`src/rtl/mesh_router.sv`:
```
// Parametrised 5-port XY mesh router: FWFT input FIFOs, per-output round-robin
// arbitration, credit-based flow control and sticky error flags.
module mesh_router #(
    parameter int         XCOORD  = 0,
    parameter int         YCOORD  = 0,
    parameter int         COORD_W = 4,
    parameter int         FLIT_W  = 16,
    parameter int         DEPTH   = 4,
    parameter logic [4:0] PORT_EN = 5'b11111
) (
    input  logic                clk,
    input  logic                rst,
    input  logic [5*FLIT_W-1:0] in_data,
    input  logic [4:0]          in_valid,
    output logic [4:0]          credit_o,
    output logic [5*FLIT_W-1:0] out_data,
    output logic [4:0]          out_valid,
    input  logic [4:0]          credit_i,
    output logic                err_unroutable,
    output logic                err_overflow
);
    localparam int NP = 5;
    localparam int CW = $clog2(DEPTH + 1);
    localparam int PW = $clog2(DEPTH);
    localparam logic [CW-1:0]      FULL_CNT = CW'(DEPTH);
    localparam logic [PW-1:0]      LAST_PTR = PW'(DEPTH - 1);
    localparam logic [COORD_W-1:0] MY_X     = COORD_W'(XCOORD);
    localparam logic [COORD_W-1:0] MY_Y     = COORD_W'(YCOORD);

    typedef enum logic [2:0] {
        PORT_N = 3'd0,
        PORT_S = 3'd1,
        PORT_E = 3'd2,
        PORT_W = 3'd3,
        PORT_L = 3'd4
    } port_e;

    logic [FLIT_W-1:0] fifo_mem   [NP][DEPTH];
    logic [PW-1:0]     rd_ptr     [NP];
    logic [PW-1:0]     wr_ptr     [NP];
    logic [CW-1:0]     fifo_cnt   [NP];
    logic [CW-1:0]     credit_cnt [NP];
    logic [2:0]        rr_ptr     [NP];

    logic [FLIT_W-1:0] head      [NP];
    port_e             route     [NP];
    logic [NP-1:0]     req       [NP];
    logic [2:0]        grant_idx [NP];
    logic [2:0]        cand;
    logic [NP-1:0]     not_empty, unroutable, grant_valid, pop;
    logic [NP-1:0]     wr_accept, wr_drop, credit_inc, credit_sat;

    function automatic logic [2:0] rr_next(input logic [2:0] base, input int step);
        int sum;
        sum = int'(base) + step;
        if (sum >= NP) sum = sum - NP;
        return 3'(sum);
    endfunction

    function automatic logic [PW-1:0] ptr_inc(input logic [PW-1:0] ptr);
        return (ptr == LAST_PTR) ? '0 : ptr + PW'(1);
    endfunction

    // Dimension-order routing decision taken from each FIFO head
    always_comb begin
        not_empty  = '0;
        unroutable = '0;
        for (int p = 0; p < NP; p++) begin
            head[p]      = fifo_mem[p][rd_ptr[p]];
            not_empty[p] = PORT_EN[p] && (fifo_cnt[p] != '0);
            if (head[p][2*COORD_W-1:COORD_W] > MY_X)
                route[p] = PORT_E;
            else if (head[p][2*COORD_W-1:COORD_W] < MY_X)
                route[p] = PORT_W;
            else if (head[p][COORD_W-1:0] > MY_Y)
                route[p] = PORT_S;
            else if (head[p][COORD_W-1:0] < MY_Y)
                route[p] = PORT_N;
            else
                route[p] = PORT_L;
            unroutable[p] = not_empty[p] && !PORT_EN[route[p]];
        end
    end

    // Each input requests only one output, so per-output grants never collide
    always_comb begin
        grant_valid = '0;
        pop         = '0;
        cand        = '0;
        for (int o = 0; o < NP; o++) begin
            grant_idx[o] = '0;
            req[o]       = '0;
            for (int i = 0; i < NP; i++)
                req[o][i] = not_empty[i] && PORT_EN[o] && (route[i] == 3'(o));
            if (credit_cnt[o] != '0) begin
                for (int k = 0; k < NP; k++) begin
                    cand = rr_next(rr_ptr[o], k);
                    if (!grant_valid[o] && req[o][cand]) begin
                        grant_valid[o] = 1'b1;
                        grant_idx[o]   = cand;
                    end
                end
            end
            if (grant_valid[o])
                pop[grant_idx[o]] = 1'b1;
        end
        pop = pop | unroutable;
    end

    always_comb begin
        wr_accept  = '0;
        wr_drop    = '0;
        credit_inc = '0;
        credit_sat = '0;
        for (int p = 0; p < NP; p++) begin
            if (PORT_EN[p] && in_valid[p]) begin
                if (fifo_cnt[p] != FULL_CNT || pop[p])
                    wr_accept[p] = 1'b1;
                else
                    wr_drop[p] = 1'b1;
            end
            credit_inc[p] = PORT_EN[p] && credit_i[p];
            credit_sat[p] = credit_inc[p] && !grant_valid[p] && (credit_cnt[p] == FULL_CNT);
        end
    end

    always_ff @(posedge clk) begin
        for (int p = 0; p < NP; p++)
            if (!rst && wr_accept[p])
                fifo_mem[p][wr_ptr[p]] <= in_data[p*FLIT_W +: FLIT_W];
    end

    always_ff @(posedge clk) begin
        if (rst) begin
            for (int p = 0; p < NP; p++) begin
                rd_ptr[p]     <= '0;
                wr_ptr[p]     <= '0;
                fifo_cnt[p]   <= '0;
                credit_cnt[p] <= FULL_CNT;
                rr_ptr[p]     <= '0;
            end
            out_valid      <= '0;
            out_data       <= '0;
            credit_o       <= '0;
            err_unroutable <= 1'b0;
            err_overflow   <= 1'b0;
        end else begin
            for (int p = 0; p < NP; p++) begin
                if (wr_accept[p])
                    wr_ptr[p] <= ptr_inc(wr_ptr[p]);
                if (pop[p])
                    rd_ptr[p] <= ptr_inc(rd_ptr[p]);
                if (wr_accept[p] && !pop[p])
                    fifo_cnt[p] <= fifo_cnt[p] + CW'(1);
                else if (!wr_accept[p] && pop[p])
                    fifo_cnt[p] <= fifo_cnt[p] - CW'(1);
                // A send and a returned credit in the same cycle cancel out
                if (grant_valid[p] && !credit_inc[p])
                    credit_cnt[p] <= credit_cnt[p] - CW'(1);
                else if (credit_inc[p] && !grant_valid[p] && credit_cnt[p] != FULL_CNT)
                    credit_cnt[p] <= credit_cnt[p] + CW'(1);
                if (grant_valid[p])
                    rr_ptr[p] <= rr_next(grant_idx[p], 1);
                out_data[p*FLIT_W +: FLIT_W] <= grant_valid[p] ? head[grant_idx[p]] : '0;
            end
            out_valid      <= grant_valid;
            credit_o       <= pop & PORT_EN;
            err_unroutable <= err_unroutable | (|unroutable);
            err_overflow   <= err_overflow | (|wr_drop) | (|credit_sat);
        end
    end
endmodule

```
`config.mk`:
```
export PLATFORM = sky130hd
export DESIGN_NAME = mesh_router
export DESIGN_NICKNAME = d
export VERILOG_FILES = /design/src/rtl/mesh_router.sv
export SDC_FILE = /design/constraint.sdc
export NUM_CORES = 1
export LEC_CHECK = 0
export CAP_MARGIN = 10
export CORE_AREA = 2 2 205 207
export CTS_BUF_LIST = sky130_fd_sc_hd__clkbuf_4 sky130_fd_sc_hd__clkbuf_8
export DETAILED_ROUTE_END_ITERATION = 16
export DIE_AREA = 0 0 207 209
export DONT_BUFFER_PORTS = 1
export PLACE_DENSITY = 0.7
export SKIP_LAST_GASP = 1
export SYNTH_ARGS = -nofsm -noshare
export SYNTH_HDL_FRONTEND = slang
export SYNTH_SLANG_ARGS = --single-unit
```
`constraint.sdc`:
```
create_clock -name clk -period 6.65 [get_ports clk]
set_input_delay 1.33 -clock clk [delete_from_list [all_inputs] [get_ports clk]]
set_output_delay 1.33 -clock clk [all_outputs]
set_load 0.05 [all_outputs]
```
==> results_dict.tcl <==
set metrics [dict create \
    status "finished, final reports clean" \
    drive_above_1_share 0.1997 \
    cts.path.max_buffers 3 \
    max_freq_mhz 167.3 \
    layout_common_cells "edfxtp_1 (379), dfxtp_1 (91), clkbuf_8 (88)" \
    synthTopCellsByArea "edfxtp_1 (51%), dfxtp_1 (8.1%), mux4_2 (7.8%), ha_1 (3.4%), mux2i_1 (2.0%)" \
    coreArea_um2 41290 \
    wl_um 56010 \
    numPlacedInstances 2158 \
    grt_pass1_wl_um 84440 \
    detail_route.wl_per_cell_um 24.44 \
    synth_top_family_by_area "simple AND/OR/NAND/NOR gates" \
    worstPathRequired_ns 6.98 \
    clock_latency_ns 0.66 \
    drc 0 \
    cts_tree "built" \
    antenna_cells 0 \
    period_share 0.8986 \
    ys_seq_area_frac 0.5897 \
    cts_max_level 3 \
    die_w_um 207 \
    avgSynthCellArea_um2 14.05 \
    synth_top_area_cell "edfxtp_1" \
    skew_ns 0.05836 \
    tightest_slew_ns 1.004 \
    hpwl_um 40820 \
    cp_data_arrival_time_ns 6.31 \
    area_growth_pct 11.35 \
    grt_max_degree 41 \
    cts-root-buf "clkbuf_8" \
    mostFrequentLayoutCell "edfxtp_1" \
    ys_seq_elements 470 \
    critPathLaunchType "flip-flop" \
    min_path_type "flip-flop to flip-flop" \
    cp_slowest_cell "o41ai_1" \
    slew_violations 0 \
    grt-ovfl-total 0 \
    synthMuxAreaShare 0.1045 \
    setup_tns_ns 0 \
    vias 14324 \
    worstPathMaxFanout 17 \
    fin_crit_ns 5.976 \
    rsz0062_at_grt "no" \
    avgViaCountPerCell 6.250 \
    path_class "flip-flop to flip-flop" \
    yosysTopAreaCellShare 0.5084 \
    stdcell_count 2292 \
    setup_viol 0 \
    cts_buffers 74 \
    drtPass1Iterations 6 \
    start_util 0.5422 \
    synthSimpleGateAreaFrac 0.1129 \
    cp-end-kind "flip-flop" \
    synth.distinct_cells 108 \
    max-cap-violations 0 \
    cts.hold.buffers_added 0 \
    gp_congestion 0.9813 \
    die_area_um2 43260 \
    crit_top_cell "buf_4" \
    finalHoldViolCount 0 \
    worstPathCellList "mux4_2, o41ai_1, a211oi_1, nor2_1, a221oi_1, a311o_1, a22oi_1, nand2_1, nor4_1, a311oi_4, buf_4, a21oi_1, and2_1, buf_4" \
    chipHeight_um 209 \
    clock_sinks 470 \
    yosys.area_share.xor_xnor 0.01252 \
    async_flop_share 0 \
    cpPeakStageDelay_ns 0.94 \
    nets 1859 \
    postCtsResizedCells 0 \
    ys.flop_type "edfxtp_1" \
    maxSlewHeadroom 0.3222 \
    synth-edff-count 379 \
    yosys.area_share.adder 0.04393 \
    grt_pass1_vias 14205 \
    antenna_found_initial 2 \
    track_usage 0.2586 \
    rows 75 \
    drtIter0Drc 1173 \
    synth_compound_area_frac 0.1076 \
    syn-cell-area_um2 22390 \
    syn_inst 1593 \
    numPortBuffers 0 \
    path_clk_slew_ns 0.06 \
    yosys_warnings 0 \
    ant_nets 0 \
    num_io_pins 184 \
    cts_setup_buffers 0 \
]
[cells in the mapped netlist, drive strengths merged, types with 8 or more instances]
cell / n
and3: 8
xor2: 9
or3: 24
xnor2: 23
mux2i: 45
nor4: 12
or2: 17
nand2: 70
a22o: 17
nand3: 17
a311oi: 12
edfxtp: 379
a21oi: 49
o21a: 8
buf: 30
nor3b: 22
o22ai: 20
a211oi: 35
clkbuf: 50
mux4: 80
or4: 14
nand2b: 32
a22oi: 22
nor2: 83
nand4: 9
o211ai: 11
and2: 27
inv: 60
o21ai: 23
ha: 61
nor3: 68
a31oi: 11
a221oi: 21
fa: 11
a21o: 8
nor2b: 12
dfxtp: 91
[worst max-delay path, delay by kind of cell (launching register included)]
kind            cells  cell delay, ns
compound gates      7            2.61
simple gates        4            1.21
flops               1            0.83
mux                 1            0.51
buf+inv             2            0.47
[through the flow]
step	hold slack, ns	util	setup slack, ns	area, µm²
after floorplan	0.5564	-	1.198	22560
after global placement	0.5772	0.5641	0.8877	23290
after detailed placement	0.5835	0.5641	0.7378	23290
after CTS	0.5928	0.6037	0.7515	24930
after global routing	0.6247	0.6037	0.3069	24930
final	0.5942	0.6037	0.6742	24930
[area by class of cell]
| type | count | area [µm²] |
|---|---|---|
| flip-flops and latches | 470 | 13200 |
| clock buffers | 106 | 1346 |
| inverters | 62 | 232.7 |
| well taps | 539 | 674.4 |
| repair buffers | 60 | 450.4 |
| fillers | 3133 | 16360 |
| multi-input cells | 1027 | 8730 |
| clock inverters | 28 | 291.5 |
[layer usage]
metal | GRT usage | wire length [µm] | up-vias
met2 | 0.4148 | 26830 | 662
met4 | 0.1414 | 2766 | 0
met5 | 0 | 0 | -
met3 | 0.06567 | 4696 | 134
met1 | 0.3237 | 21720 | 7095
li1 | - | - | 6433
[cell families after synthesis]
family | Yosys count
compound gates | 308
xor+xnor | 32
fa+ha+maj | 72
buf+inv | 142
flops | 470
mux | 132
other cells | 1
simple gates | 436
[path summary, 6_finish.rpt]
check | start | end | slack [ns] | cells past startpoint
max | rd_ptr[0][1] | fifo_mem[0][4] | 0.67 | 14
min | credit_cnt[4][0] | credit_cnt[4][0] | 0.59 | 1
max reg2reg | rd_ptr[0][1] | fifo_mem[0][4] | 0.67 | 14
min reg2reg | credit_cnt[4][0] | credit_cnt[4][0] | 0.59 | 1
[registers in the layout, summed over array words and instances, names as in the netlist]
register,flops
fifo_mem,320
out_data,80
credit_cnt,15
fifo_cnt,15
rd_ptr,10
wr_ptr,10
rr_ptr,9
credit_o,5
out_valid,5
err_overflow,1
Power is not shown: default switching activity piles up to over one toggle a cycle in this logic, so the estimate is an artifact.
